### src/rtl/sys_ctrl_pkg.sv
// rtl/sys_ctrl_pkg.sv - command codes, FSM encoding and response lengths for sys_cmd_sequencer
package sys_ctrl_pkg;

  localparam logic [7:0] CMD_WRITE   = 8'hAA;
  localparam logic [7:0] CMD_READ    = 8'hBB;
  localparam logic [7:0] CMD_ALU_OP  = 8'hCC;
  localparam logic [7:0] CMD_ALU_NOP = 8'hDD;
  localparam logic [7:0] ERR_BYTE    = 8'hEE;

  localparam int OP_A_ADDR = 0;
  localparam int OP_B_ADDR = 1;

  localparam logic [1:0] RESP_LEN_1 = 2'd1;
  localparam logic [1:0] RESP_LEN_2 = 2'd2;

  typedef enum logic [3:0] {
    ST_IDLE     = 4'd0,
    ST_WR_ADDR  = 4'd1,
    ST_WR_DATA  = 4'd2,
    ST_RD_ADDR  = 4'd3,
    ST_RD_WAIT  = 4'd4,
    ST_OP_A     = 4'd5,
    ST_OP_B     = 4'd6,
    ST_FUN      = 4'd7,
    ST_ALU_WAIT = 4'd8,
    ST_TX_LO    = 4'd9,
    ST_TX_HI    = 4'd10
  } state_e;

endpackage

### src/rtl/sys_resp_packer.sv
// rtl/sys_resp_packer.sv - 1/2-byte response buffer with FIFO_FULL-aware push, low byte first
module sys_resp_packer #(
  parameter int DATA_WIDTH = 8
) (
  input  logic                    clk,
  input  logic                    rst_n,
  input  logic                    load,
  input  logic [1:0]              load_len,
  input  logic [2*DATA_WIDTH-1:0] load_data,
  input  logic                    fifo_full,
  output logic                    push_now,
  output logic                    last_byte,
  output logic [DATA_WIDTH-1:0]   fifo_wr_data,
  output logic                    fifo_wr_inc
);

  logic [2*DATA_WIDTH-1:0] buf_q, buf_d;
  logic [1:0]              cnt_q, cnt_d;
  logic [DATA_WIDTH-1:0]   wr_data_q, wr_data_d;
  logic                    wr_inc_q, wr_inc_d;

  assign push_now     = (cnt_q != 2'd0) && !fifo_full;
  assign last_byte    = (cnt_q == 2'd1);
  assign fifo_wr_data = wr_data_q;
  assign fifo_wr_inc  = wr_inc_q;

  // The buffer shifts down after each push so the next byte is always in the low lane.
  always_comb begin
    buf_d     = buf_q;
    cnt_d     = cnt_q;
    wr_data_d = wr_data_q;
    wr_inc_d  = 1'b0;
    if (load) begin
      buf_d = load_data;
      cnt_d = load_len;
    end else if (push_now) begin
      wr_inc_d  = 1'b1;
      wr_data_d = buf_q[DATA_WIDTH-1:0];
      buf_d     = {{DATA_WIDTH{1'b0}}, buf_q[2*DATA_WIDTH-1:DATA_WIDTH]};
      cnt_d     = cnt_q - 2'd1;
    end
  end

  always_ff @(posedge clk or negedge rst_n) begin
    if (!rst_n) begin
      buf_q     <= '0;
      cnt_q     <= 2'd0;
      wr_data_q <= '0;
      wr_inc_q  <= 1'b0;
    end else begin
      buf_q     <= buf_d;
      cnt_q     <= cnt_d;
      wr_data_q <= wr_data_d;
      wr_inc_q  <= wr_inc_d;
    end
  end

endmodule

### src/rtl/sys_cmd_sequencer.sv
// rtl/sys_cmd_sequencer.sv - UART command parser driving register file, ALU and TX FIFO
// Optional: SYS_CTRL_ERR_RESP_EN answers unknown command bytes with 8'hEE.
module sys_cmd_sequencer
  import sys_ctrl_pkg::*;
#(
  parameter int DATA_WIDTH    = 8,
  parameter int ADDR_WIDTH    = 4,
  parameter int ALU_FUN_WIDTH = 4
) (
  input  logic                    CLK,
  input  logic                    RST,
  input  logic [DATA_WIDTH-1:0]   RX_P_DATA,
  input  logic                    RX_D_VLD,
  output logic [ADDR_WIDTH-1:0]   RF_ADDR,
  output logic                    RF_WR_EN,
  output logic                    RF_RD_EN,
  output logic [DATA_WIDTH-1:0]   RF_WR_DATA,
  input  logic [DATA_WIDTH-1:0]   RF_RD_DATA,
  input  logic                    RF_RD_VLD,
  output logic [ALU_FUN_WIDTH-1:0] ALU_FUN,
  output logic                    ALU_EN,
  input  logic [2*DATA_WIDTH-1:0] ALU_OUT,
  input  logic                    ALU_OUT_VLD,
  output logic                    CLK_GATE_EN,
  output logic [DATA_WIDTH-1:0]   FIFO_WR_DATA,
  output logic                    FIFO_WR_INC,
  input  logic                    FIFO_FULL
);

  state_e                   state_q, state_d;
  logic [ADDR_WIDTH-1:0]    rf_addr_q, rf_addr_d;
  logic                     rf_wr_en_q, rf_wr_en_d;
  logic                     rf_rd_en_q, rf_rd_en_d;
  logic [DATA_WIDTH-1:0]    rf_wr_data_q, rf_wr_data_d;
  logic [ALU_FUN_WIDTH-1:0] alu_fun_q, alu_fun_d;
  logic                     alu_en_q, alu_en_d;
  logic                     clk_gate_en_q, clk_gate_en_d;

  logic                     pk_load;
  logic [1:0]               pk_len;
  logic [2*DATA_WIDTH-1:0]  pk_data;
  logic                     pk_push;
  logic                     pk_last;

  assign RF_ADDR     = rf_addr_q;
  assign RF_WR_EN    = rf_wr_en_q;
  assign RF_RD_EN    = rf_rd_en_q;
  assign RF_WR_DATA  = rf_wr_data_q;
  assign ALU_FUN     = alu_fun_q;
  assign ALU_EN      = alu_en_q;
  assign CLK_GATE_EN = clk_gate_en_q;

  always_comb begin
    state_d      = state_q;
    rf_addr_d    = rf_addr_q;
    rf_wr_en_d   = 1'b0;
    rf_rd_en_d   = 1'b0;
    rf_wr_data_d = rf_wr_data_q;
    alu_fun_d    = alu_fun_q;
    alu_en_d     = 1'b0;
    pk_load      = 1'b0;
    pk_len       = RESP_LEN_1;
    pk_data      = '0;

    case (state_q)
      ST_IDLE: begin
        if (RX_D_VLD) begin
          if (RX_P_DATA == DATA_WIDTH'(CMD_WRITE)) begin
            state_d = ST_WR_ADDR;
          end else if (RX_P_DATA == DATA_WIDTH'(CMD_READ)) begin
            state_d = ST_RD_ADDR;
          end else if (RX_P_DATA == DATA_WIDTH'(CMD_ALU_OP)) begin
            state_d = ST_OP_A;
          end else if (RX_P_DATA == DATA_WIDTH'(CMD_ALU_NOP)) begin
            state_d = ST_FUN;
          end else begin
`ifdef SYS_CTRL_ERR_RESP_EN
            pk_load = 1'b1;
            pk_data = {{DATA_WIDTH{1'b0}}, DATA_WIDTH'(ERR_BYTE)};
            state_d = ST_TX_LO;
`else
            state_d = ST_IDLE;
`endif
          end
        end
      end
      ST_WR_ADDR: begin
        if (RX_D_VLD) begin
          rf_addr_d = RX_P_DATA[ADDR_WIDTH-1:0];
          state_d   = ST_WR_DATA;
        end
      end
      ST_WR_DATA: begin
        if (RX_D_VLD) begin
          rf_wr_en_d   = 1'b1;
          rf_wr_data_d = RX_P_DATA;
          state_d      = ST_IDLE;
        end
      end
      ST_RD_ADDR: begin
        if (RX_D_VLD) begin
          rf_addr_d  = RX_P_DATA[ADDR_WIDTH-1:0];
          rf_rd_en_d = 1'b1;
          state_d    = ST_RD_WAIT;
        end
      end
      // Waiting states ignore RX_D_VLD entirely, so a colliding frame is dropped.
      ST_RD_WAIT: begin
        if (RF_RD_VLD) begin
          pk_load = 1'b1;
          pk_data = {{DATA_WIDTH{1'b0}}, RF_RD_DATA};
          state_d = ST_TX_LO;
        end
      end
      ST_OP_A: begin
        if (RX_D_VLD) begin
          rf_addr_d    = ADDR_WIDTH'(OP_A_ADDR);
          rf_wr_en_d   = 1'b1;
          rf_wr_data_d = RX_P_DATA;
          state_d      = ST_OP_B;
        end
      end
      ST_OP_B: begin
        if (RX_D_VLD) begin
          rf_addr_d    = ADDR_WIDTH'(OP_B_ADDR);
          rf_wr_en_d   = 1'b1;
          rf_wr_data_d = RX_P_DATA;
          state_d      = ST_FUN;
        end
      end
      ST_FUN: begin
        if (RX_D_VLD) begin
          alu_fun_d = RX_P_DATA[ALU_FUN_WIDTH-1:0];
          alu_en_d  = 1'b1;
          state_d   = ST_ALU_WAIT;
        end
      end
      ST_ALU_WAIT: begin
        if (ALU_OUT_VLD) begin
          pk_load = 1'b1;
          pk_len  = RESP_LEN_2;
          pk_data = ALU_OUT;
          state_d = ST_TX_LO;
        end
      end
      ST_TX_LO: begin
        if (pk_push) begin
          state_d = pk_last ? ST_IDLE : ST_TX_HI;
        end
      end
      ST_TX_HI: begin
        if (pk_push) begin
          state_d = ST_IDLE;
        end
      end
      default: state_d = ST_IDLE;
    endcase

    // Follows the next state so the gate opens with CC/DD and closes as ALU_WAIT is left.
    clk_gate_en_d = (state_d == ST_OP_A) || (state_d == ST_OP_B) ||
                    (state_d == ST_FUN)  || (state_d == ST_ALU_WAIT);
  end

  always_ff @(posedge CLK or negedge RST) begin
    if (!RST) begin
      state_q       <= ST_IDLE;
      rf_addr_q     <= '0;
      rf_wr_en_q    <= 1'b0;
      rf_rd_en_q    <= 1'b0;
      rf_wr_data_q  <= '0;
      alu_fun_q     <= '0;
      alu_en_q      <= 1'b0;
      clk_gate_en_q <= 1'b0;
    end else begin
      state_q       <= state_d;
      rf_addr_q     <= rf_addr_d;
      rf_wr_en_q    <= rf_wr_en_d;
      rf_rd_en_q    <= rf_rd_en_d;
      rf_wr_data_q  <= rf_wr_data_d;
      alu_fun_q     <= alu_fun_d;
      alu_en_q      <= alu_en_d;
      clk_gate_en_q <= clk_gate_en_d;
    end
  end

  sys_resp_packer #(
    .DATA_WIDTH (DATA_WIDTH)
  ) u_resp_packer (
    .clk          (CLK),
    .rst_n        (RST),
    .load         (pk_load),
    .load_len     (pk_len),
    .load_data    (pk_data),
    .fifo_full    (FIFO_FULL),
    .push_now     (pk_push),
    .last_byte    (pk_last),
    .fifo_wr_data (FIFO_WR_DATA),
    .fifo_wr_inc  (FIFO_WR_INC)
  );

endmodule

### config.mk
export PLATFORM = sky130hd
export DESIGN_NAME = sys_cmd_sequencer
export DESIGN_NICKNAME = d
export VERILOG_FILES = /design/src/rtl/sys_ctrl_pkg.sv /design/src/rtl/sys_resp_packer.sv /design/src/rtl/sys_cmd_sequencer.sv
export SDC_FILE = /design/constraint.sdc
export NUM_CORES = 1
export LEC_CHECK = 0
export CORE_MARGIN = 2
export CORE_UTILIZATION = 44
export DETAILED_ROUTE_END_ITERATION = 10
export PLACE_DENSITY = 0.75
export SYNTH_ARGS = -nofsm -noshare
export SYNTH_HDL_FRONTEND = slang
export SYNTH_HIERARCHICAL = 1
export SYNTH_SLANG_ARGS = --single-unit
### constraint.sdc
create_clock -name CLK -period 2.1 [get_ports CLK]
set_input_delay 0.21 -clock CLK [delete_from_list [all_inputs] [get_ports CLK]]
set_output_delay 0.21 -clock CLK [all_outputs]
set_load 0.02 [all_outputs]
==> Word level (Yosys, flattened, before mapping) <==
Index checks and enable logic that the tools add are counted.
{ "op_classes": {"addsub": 1, "mul": 0, "n_div": 0, "order_cmp": 0, "eq_ne": 22, "shift": 0, "mux": 39, "bitwise": 1, "n_reduce_logical": 15} }
{ "op_table": {"columns": ["operator", "n"], "rows": [
  ["$mux W4", 15],
  ["$mux W16", 3],
  ["$pmux W4 S11", 1],
  ["$eq A8 B8 Y1 const B", 4],
  ["$pmux W16 S2", 1],
  ["$eq A4 B3 Y1 const B", 7],
  ["$eq A4 B4 Y1 const B", 4],
  ["$mux W3", 4],
  ["$pmux W4 S3", 1],
  ["$eq A4 B2 Y1 const B", 2],
  ["$mux W1", 8],
  ["$mux W2", 4],
  ["$mux W8", 1],
  ["$reduce_and A2 Y1", 3],
  ["$eq A4 B1 Y1 const B", 1],
  ["$logic_not A4 Y1", 1],
  ["$ne A2 B2 Y1 const B", 2],
  ["$reduce_and A4 Y1", 1],
  ["$reduce_bool A2 Y1", 2],
  ["$logic_or A1 B1 Y1", 3],
  ["$reduce_bool A3 Y1", 1],
  ["$reduce_or A3 Y1", 1],
  ["$eq A2 B1 Y1 const B", 1],
  ["$ne A2 B1 Y1 const B", 1],
  ["6 further kinds", 6]
]} }
{ "totals": {"regBits": 51, "latch_bits": 0, "mem_bits_rw": 0, "mem_bits_ro": 0, "inputBits": 38, "output_inout_bits": 29, "word_cells": 90, "memories": 0} }

==> Logic depth before layout (Yosys ltp) <==
{ "depth": {"ltp_word": 11, "depth_mapped": 10, "mapped_depth_nobuf": 9} }

==> Hierarchy <==
The synthesis kept the hierarchy.
{ "modules_own_cells": {"columns": ["mod", "n_inst", "cells_each", "area_each_um2", "seq_area_each_um2"], "rows": [
  ["sys_cmd_sequencer", 1, 129, 1411.4, 600.6],
  ["sys_resp_packer", 1, 106, 1232.4, 675.6]
]} }

==> Worst setup path before layout <==
No wires, ideal clock.
{ "synth_timing": {"path_kind": "reg2reg", "from": "register state_q[2]", "to": "register u_resp_packer.wr_data_q[0] (netlist: u_resp_packer/fifo_wr_data[0])", "setup_ns": 0.125, "t_arrival_ns": 2.129, "required_time_ns": 1.975, "setup_slack_ns": -0.153, "stages_incl_launch_ff": 9, "path_buffers": 3, "synth_period_minus_slack_ns": 2.253, "cell_sequence": "dfrtp_1 buf_6 nor2b_1 and3_1 clkbuf_1 or2_2 buf_6 nor3_4 mux2_2"} }
{ "synth_between": {"elab_chain_cells": 4, "elab_cells_between_ends": 5, "classes_between": "eq/ne (2); mux (1); bitwise (1); reduce/logical (1)"} }
{ "synth_rtl": {"columns": ["element", "line_no", "rtl"], "rows": [
  ["start: declaration", "sys_cmd_sequencer.sv:30", "state_e state_q, state_d;"],
  ["start signal: assignment", "sys_cmd_sequencer.sv:175", "state_q <= state_d;"],
  ["$eq A4 B4 Y1 / $eq A4 B3 Y1 (equally long branches)", "sys_cmd_sequencer.sv:65", "case (state_q)"],
  ["$pmux W1 S2 (*)", "sys_cmd_sequencer.sv:65", null],
  ["via pk_load", "sys_cmd_sequencer.sv:39", "logic pk_load;"],
  ["$not A1 Y1 (no line) (*)", null, null],
  ["$reduce_and A2 Y1 (no line) (*)", null, null],
  ["end signal: assignment", "sys_resp_packer.sv:53", "wr_data_q <= wr_data_d;"],
  ["end: declaration", "sys_resp_packer.sv:19", "logic [DATA_WIDTH-1:0] wr_data_q, wr_data_d;"]
]} }
The timed path passes the listed nets; every way through them passes the cells marked *.
A chain may end at the register's enable or synchronous reset.

==> Final worst setup path <==
{ "layout_timing": {"from": "register u_resp_packer.cnt_q[0]", "to": "register clk_gate_en_q (netlist: CLK_GATE_EN)"} }
{ "layout_between": {"elab_chain_cells": 8, "elab_cells_between_ends": 14, "classes_between": "eq/ne (5); mux (4); reduce/logical (5)"} }
{ "layout_rtl": {"columns": ["element", "line_no", "rtl"], "rows": [
  ["start: declaration", "sys_resp_packer.sv:18", "logic [1:0] cnt_q, cnt_d;"],
  ["start signal: assignment", "sys_resp_packer.sv:52", "cnt_q <= cnt_d;"],
  ["$reduce_bool A2 Y1 (*)", "sys_resp_packer.sv:22", "assign push_now = (cnt_q != 2'd0) && !fifo_full;"],
  ["$logic_and A1 B1 Y1 (*)", "sys_resp_packer.sv:22", null],
  ["via pk_push", "sys_cmd_sequencer.sv:42", "logic pk_push;"],
  ["$mux W4, on equally long branches", "sys_cmd_sequencer.sv:152, sys_cmd_sequencer.sv:147", null],
  ["$pmux W4 S11 (*)", "sys_cmd_sequencer.sv:65", null],
  ["via state_d[0]", "sys_cmd_sequencer.sv:30", null],
  ["$eq A4 B3 Y1", "sys_cmd_sequencer.sv:160", "clk_gate_en_d = (state_d == ST_OP_A) || (state_d == ST_OP_B) ||"],
  ["$logic_or A1 B1 Y1 (2 in series)", "sys_cmd_sequencer.sv:160", null],
  ["$logic_or A1 B1 Y1 (*)", "sys_cmd_sequencer.sv:161", "(state_d == ST_FUN) || (state_d == ST_ALU_WAIT);"],
  ["via clk_gate_en_d", "sys_cmd_sequencer.sv:37", "logic clk_gate_en_q, clk_gate_en_d;"],
  ["end signal: assignment", "sys_cmd_sequencer.sv:182", "clk_gate_en_q <= clk_gate_en_d;"],
  ["end: declaration", "sys_cmd_sequencer.sv:37", null]
]} }
Marked as above.

==> parameters.txt <==
Parameter                              Value

Routing
  Detailed router's first-iteration violation count    around 160
  Via count    roughly 2100
  Total wire length after detailed routing    6194 um
  Number of DRC violations after detailed routing    0
  ANT nets after route    0
  Via density    between 5 and 6
  Routed wire length per instance    approximately 16 um
  Number of detailed-route iterations in the first pass    4

Layout
  Final Net Count    about 360
  Area overhead of the layout relative to synthesis    38.67%
  Diodes inserted    0
  Share of post-route cells with drive strength above 1    between 20% and 30%
  Utilization of the core after routing    ~63%
  Count of placed standard cells in the final layout, fillers left out    ~390

Power and ir drop
  P per Cell Area    897.0 nW/um^2
  Peak VDD IR    slightly above 500 uV
  Static leakage    1.631 nW
  Flop pwr share    37.8%
  Switching power share of the total    between 30% and 40%
  Switching power summed over all nets    ~1.1 mW
  Clk network pwr share    a little under a fifth
  Cell internal power dissipation    approximately 2.2 mW
  Part of the total power dissipated in combinational logic    roughly 44%

Logic synthesis
  Top FF cell, synth    sky130_fd_sc_hd__dfrtp_1
  Flop and latch count out of synthesis    a little over 50
  Number of flops mapped to enable cells by yosys    0
  Largest area contributor in the netlist    sky130_fd_sc_hd__dfrtp_1
  Area of the mapped netlist    2644 sq um
  Syn Inst Count    about 240
  Part of the Yosys area used for sequential elements    roughly 48%
  Yosys Warn Count    6
  Top cells by area, synth    sky130_fd_sc_hd__dfrtp_1 (48%), sky130_fd_sc_hd__mux2_4 (5.1%), sky130_fd_sc_hd__mux2_2 (5.1%)
  Share of synthesized flip-flops with an asynchronous set or reset    between 90% and 100%
  Avg Synthesized Cell Area    11.25 sq um
  Library cells used by synthesis    just under 50
  Syn_nets    about 280
  Post-synth top area share    48.27%

Die
  Width of the die    81.52 um
  Effective utilization at floorplan    a little under half
  Core ar.    5851 sq um
  Number of placement rows    28
  Boundary pin count    67
  Die Ht    81.52 um
  Area enclosed by the die boundary    between 6000 and 7000 sq um

Global routing
  Final global-route overflow total    0
  Combined global-route utilization of all metal layers    slightly below 20%
  Met3 track utilization from global routing    a little under 3%
  Met2 track demand over resource in global routing    roughly 31%
  Global Route met1 Usage    between 20% and 30%
  Antenna violations before repair    0
  Busiest grt layer    met2
  Pin count of the biggest net entering global routing    22
  Number of global-route vias before repair    about 2000
  First-pass GRT wire length    about 9900 um

Critical path
  Cell chain of the critical path    inv_2, ha_4, or2_4, inv_4, and4bb_1, o21bai_1, nand4_1, nor3_2, mux2_4
  Master of the slowest instance on the critical path    sky130_fd_sc_hd__dfrtp_1
  Critical path launch point type    flop
  Buffers and inverters on the worst path    2
  Max FO, Critical Path    4
  Data required, critical path    2300 ps
  Kind of capture point of the worst setup path    flop
  Critical Path Max Stage Delay    about 370 ps
  Kind of cell with the highest combined delay on the critical path    simple AND/OR/NAND/NOR gates
  Worst Path Arrival    ~2200 ps
  Critical path class    reg -> reg

Timing
  Worst setup margin    slightly above 100 ps
  Part of the cycle the worst path needs    95.05%
  Count of pins over their slew limit    0
  Setup repair after global routing missed its margin    false
  Maximum clock frequency    501.0 MHz
  Post-Route Skew    just under 3 ps
  Minimum clock period    ~2000 ps
  Final count of negative-setup-slack endpoints    0
  Final number of hold-violating endpoints    0
  Worst Max-Slew Pin Slew    about 500 ps
  Worst relative slew slack    between 60% and 70%

Clock network
  Maximum count of clock buffers along a single path    2
  Clock transition at the register clock pins on the worst setup and hold paths after CTS    approximately 90 ps
  Clock latency reported for the late side of the worst-skew pair    300 ps
  H-tree depth    2
  Root buffer selected by CTS    sky130_fd_sc_hd__clkbuf_8
  TritonCTS Buffers    5
  Clock sink total    just over 50
  CTS tree    yes

Place
  Worst-case setup slack after placement    6.786 ps
  Port Buf Inserts    66
  Inst Count DP    381
  Placed wire-length estimate    roughly 4600 um
  Global placer's final weighted congestion    ~0.81

Hold path
  Hold crit path type    in -> async

Job
  Max cap viols    0

Outcome
  Status    completed
## path summary, 6_finish.rpt
| check | slack, ps | endpoint | start | depth (start not counted) |
|---|---|---|---|---|
| hold reg to reg | 490 | RF_ADDR[3]$_DFFE_PN0P_ | RF_ADDR[3]$_DFFE_PN0P_ | 2 |
| max in group asynchronous | 1090 | u_resp_packer/fifo_wr_data[7]$_DFFE_PN0P_ | RST | 3 |
| setup reg to reg | 100 | CLK_GATE_EN$_DFF_PN0_ | u_resp_packer/cnt_q[0]$_DFFE_PN0P_ | 9 |
| min in group CLK | 490 | RF_ADDR[3]$_DFFE_PN0P_ | RF_ADDR[3]$_DFFE_PN0P_ | 2 |
| hold / removal | 390 | RF_WR_DATA[4]$_DFFE_PN0P_ | RST | 2 |
| setup / recovery | 100 | CLK_GATE_EN$_DFF_PN0_ | u_resp_packer/cnt_q[0]$_DFFE_PN0P_ | 9 |
## stage by stage
stage                     cell area, sq um  hold slack [ps]  power [mW]  setup TNS, ps
after floorplan                       2708           -85.59       2.108         -554.4
after global placement                3527            184.6       2.637              0
after detailed placement              3527            195.1       2.664              0
final                                 3666            387.1       3.289              0
after CTS                             3636            390.0       3.280              0
after global routing                  3666            423.6       3.476              0
## sequential cells by signal, summed over array words and instances (netlist names)
signal,count
ALU_EN,1
ALU_FUN,4
CLK_GATE_EN,1
RF_ADDR,4
RF_RD_EN,1
RF_WR_DATA,8
RF_WR_EN,1
state_q,4
u_resp_packer/buf_q,16
u_resp_packer/cnt_q,2
u_resp_packer/fifo_wr_data,8
u_resp_packer/fifo_wr_inc,1
## per-layer routing
metal | routed length (um) | vias up
li1 | - | 1014
met3 | 154 | 6
met5 | 0 | -
met2 | 3066 | 38
met4 | 73 | 0
met1 | 2900 | 1008
## layout by cell type (no fill, tap or decap), types with 2 or more instances in the layout
cell type and n:
sky130_fd_sc_hd__inv_2 3, sky130_fd_sc_hd__or2_4 2, sky130_fd_sc_hd__o21ai_1 2, sky130_fd_sc_hd__nor4bb_1 4, sky130_fd_sc_hd__mux2_4 17, sky130_fd_sc_hd__nand4_1 3
sky130_fd_sc_hd__nand2_1 15, sky130_fd_sc_hd__nor2b_1 11, sky130_fd_sc_hd__buf_12 2, sky130_fd_sc_hd__clkdlybuf4s50_1 65, sky130_fd_sc_hd__nand2b_1 3, sky130_fd_sc_hd__a221o_1 9
sky130_fd_sc_hd__o31ai_1 4, sky130_fd_sc_hd__nand3_1 3, sky130_fd_sc_hd__nor2_1 3, sky130_fd_sc_hd__xnor2_1 2, sky130_fd_sc_hd__and2_1 8, sky130_fd_sc_hd__dfrtp_1 51
sky130_fd_sc_hd__buf_4 22, sky130_fd_sc_hd__o21ai_0 18, sky130_fd_sc_hd__a22o_1 8, sky130_fd_sc_hd__or2b_1 3, sky130_fd_sc_hd__inv_1 4, sky130_fd_sc_hd__a21o_1 2
sky130_fd_sc_hd__clkbuf_8 6, sky130_fd_sc_hd__a21oi_1 6, sky130_fd_sc_hd__mux2_2 4, sky130_fd_sc_hd__nor4b_1 8
## kinds of logic (layout without fill, tap and decap cells)
group | Yosys count | in the layout | synth area share, %
simple gates | 80 | 80 | 20.30
mux | 21 | 21 | 10.22
buf+inv | 25 | 107 | 5.064
xor+xnor | 2 | 2 | 0.6627
fa+ha+maj | 2 | 2 | 0.9464
flops | 51 | 51 | 48.27
compound gates | 54 | 54 | 14.53
## Yosys cell counts, types with 2 or more instances
master	instances
sky130_fd_sc_hd__nand4_1	3
sky130_fd_sc_hd__dfrtp_1	51
sky130_fd_sc_hd__mux2_2	12
sky130_fd_sc_hd__a21o_1	2
sky130_fd_sc_hd__and2_1	8
sky130_fd_sc_hd__buf_4	3
sky130_fd_sc_hd__a21oi_1	6
sky130_fd_sc_hd__a221o_1	9
sky130_fd_sc_hd__clkbuf_1	6
sky130_fd_sc_hd__nor2_1	3
sky130_fd_sc_hd__nand2_1	15
sky130_fd_sc_hd__buf_6	3
sky130_fd_sc_hd__ha_1	2
sky130_fd_sc_hd__nor4b_1	8
sky130_fd_sc_hd__xnor2_1	2
sky130_fd_sc_hd__nor2b_1	12
sky130_fd_sc_hd__or2b_1	3
sky130_fd_sc_hd__o21ai_0	18
sky130_fd_sc_hd__nor4bb_1	4
sky130_fd_sc_hd__or2_2	3
sky130_fd_sc_hd__nand2b_1	3
sky130_fd_sc_hd__o21ai_1	2
sky130_fd_sc_hd__o31ai_1	4
sky130_fd_sc_hd__inv_1	7
sky130_fd_sc_hd__mux2_4	9
sky130_fd_sc_hd__a22o_1	8
sky130_fd_sc_hd__buf_2	5
sky130_fd_sc_hd__nand3_1	3
## cell type report
class / instances / area [sq um]
clock buffers: 6 / 82.58
repair buffers: 91 / 870.8
inverters: 8 / 32.53
flip-flops and latches: 51 / 1276
fillers: 485 / 2185
multi-input cells: 159 / 1294
well taps: 75 / 93.84
clock inverters: 2 / 16.27
## power groups by stage
stage               sequential, mW  combinational [mW]  clock, mW
floorplan                     1.43               0.681          0
global placement              1.25                1.39          0
detailed placement            1.26                1.41          0
CTS                           1.24                1.42      0.624
global route                  1.27                1.56      0.652
finish                        1.24                1.45      0.599
## repair_timing
item	4_1_cts	5_1_grt
resized for setup	0	5
hold endpoints to repair	19	0
endpoints found under the setup margin	0	1
hold buffers	1	0
buffers inserted	0	2
(Power assumes the default switching activity.)
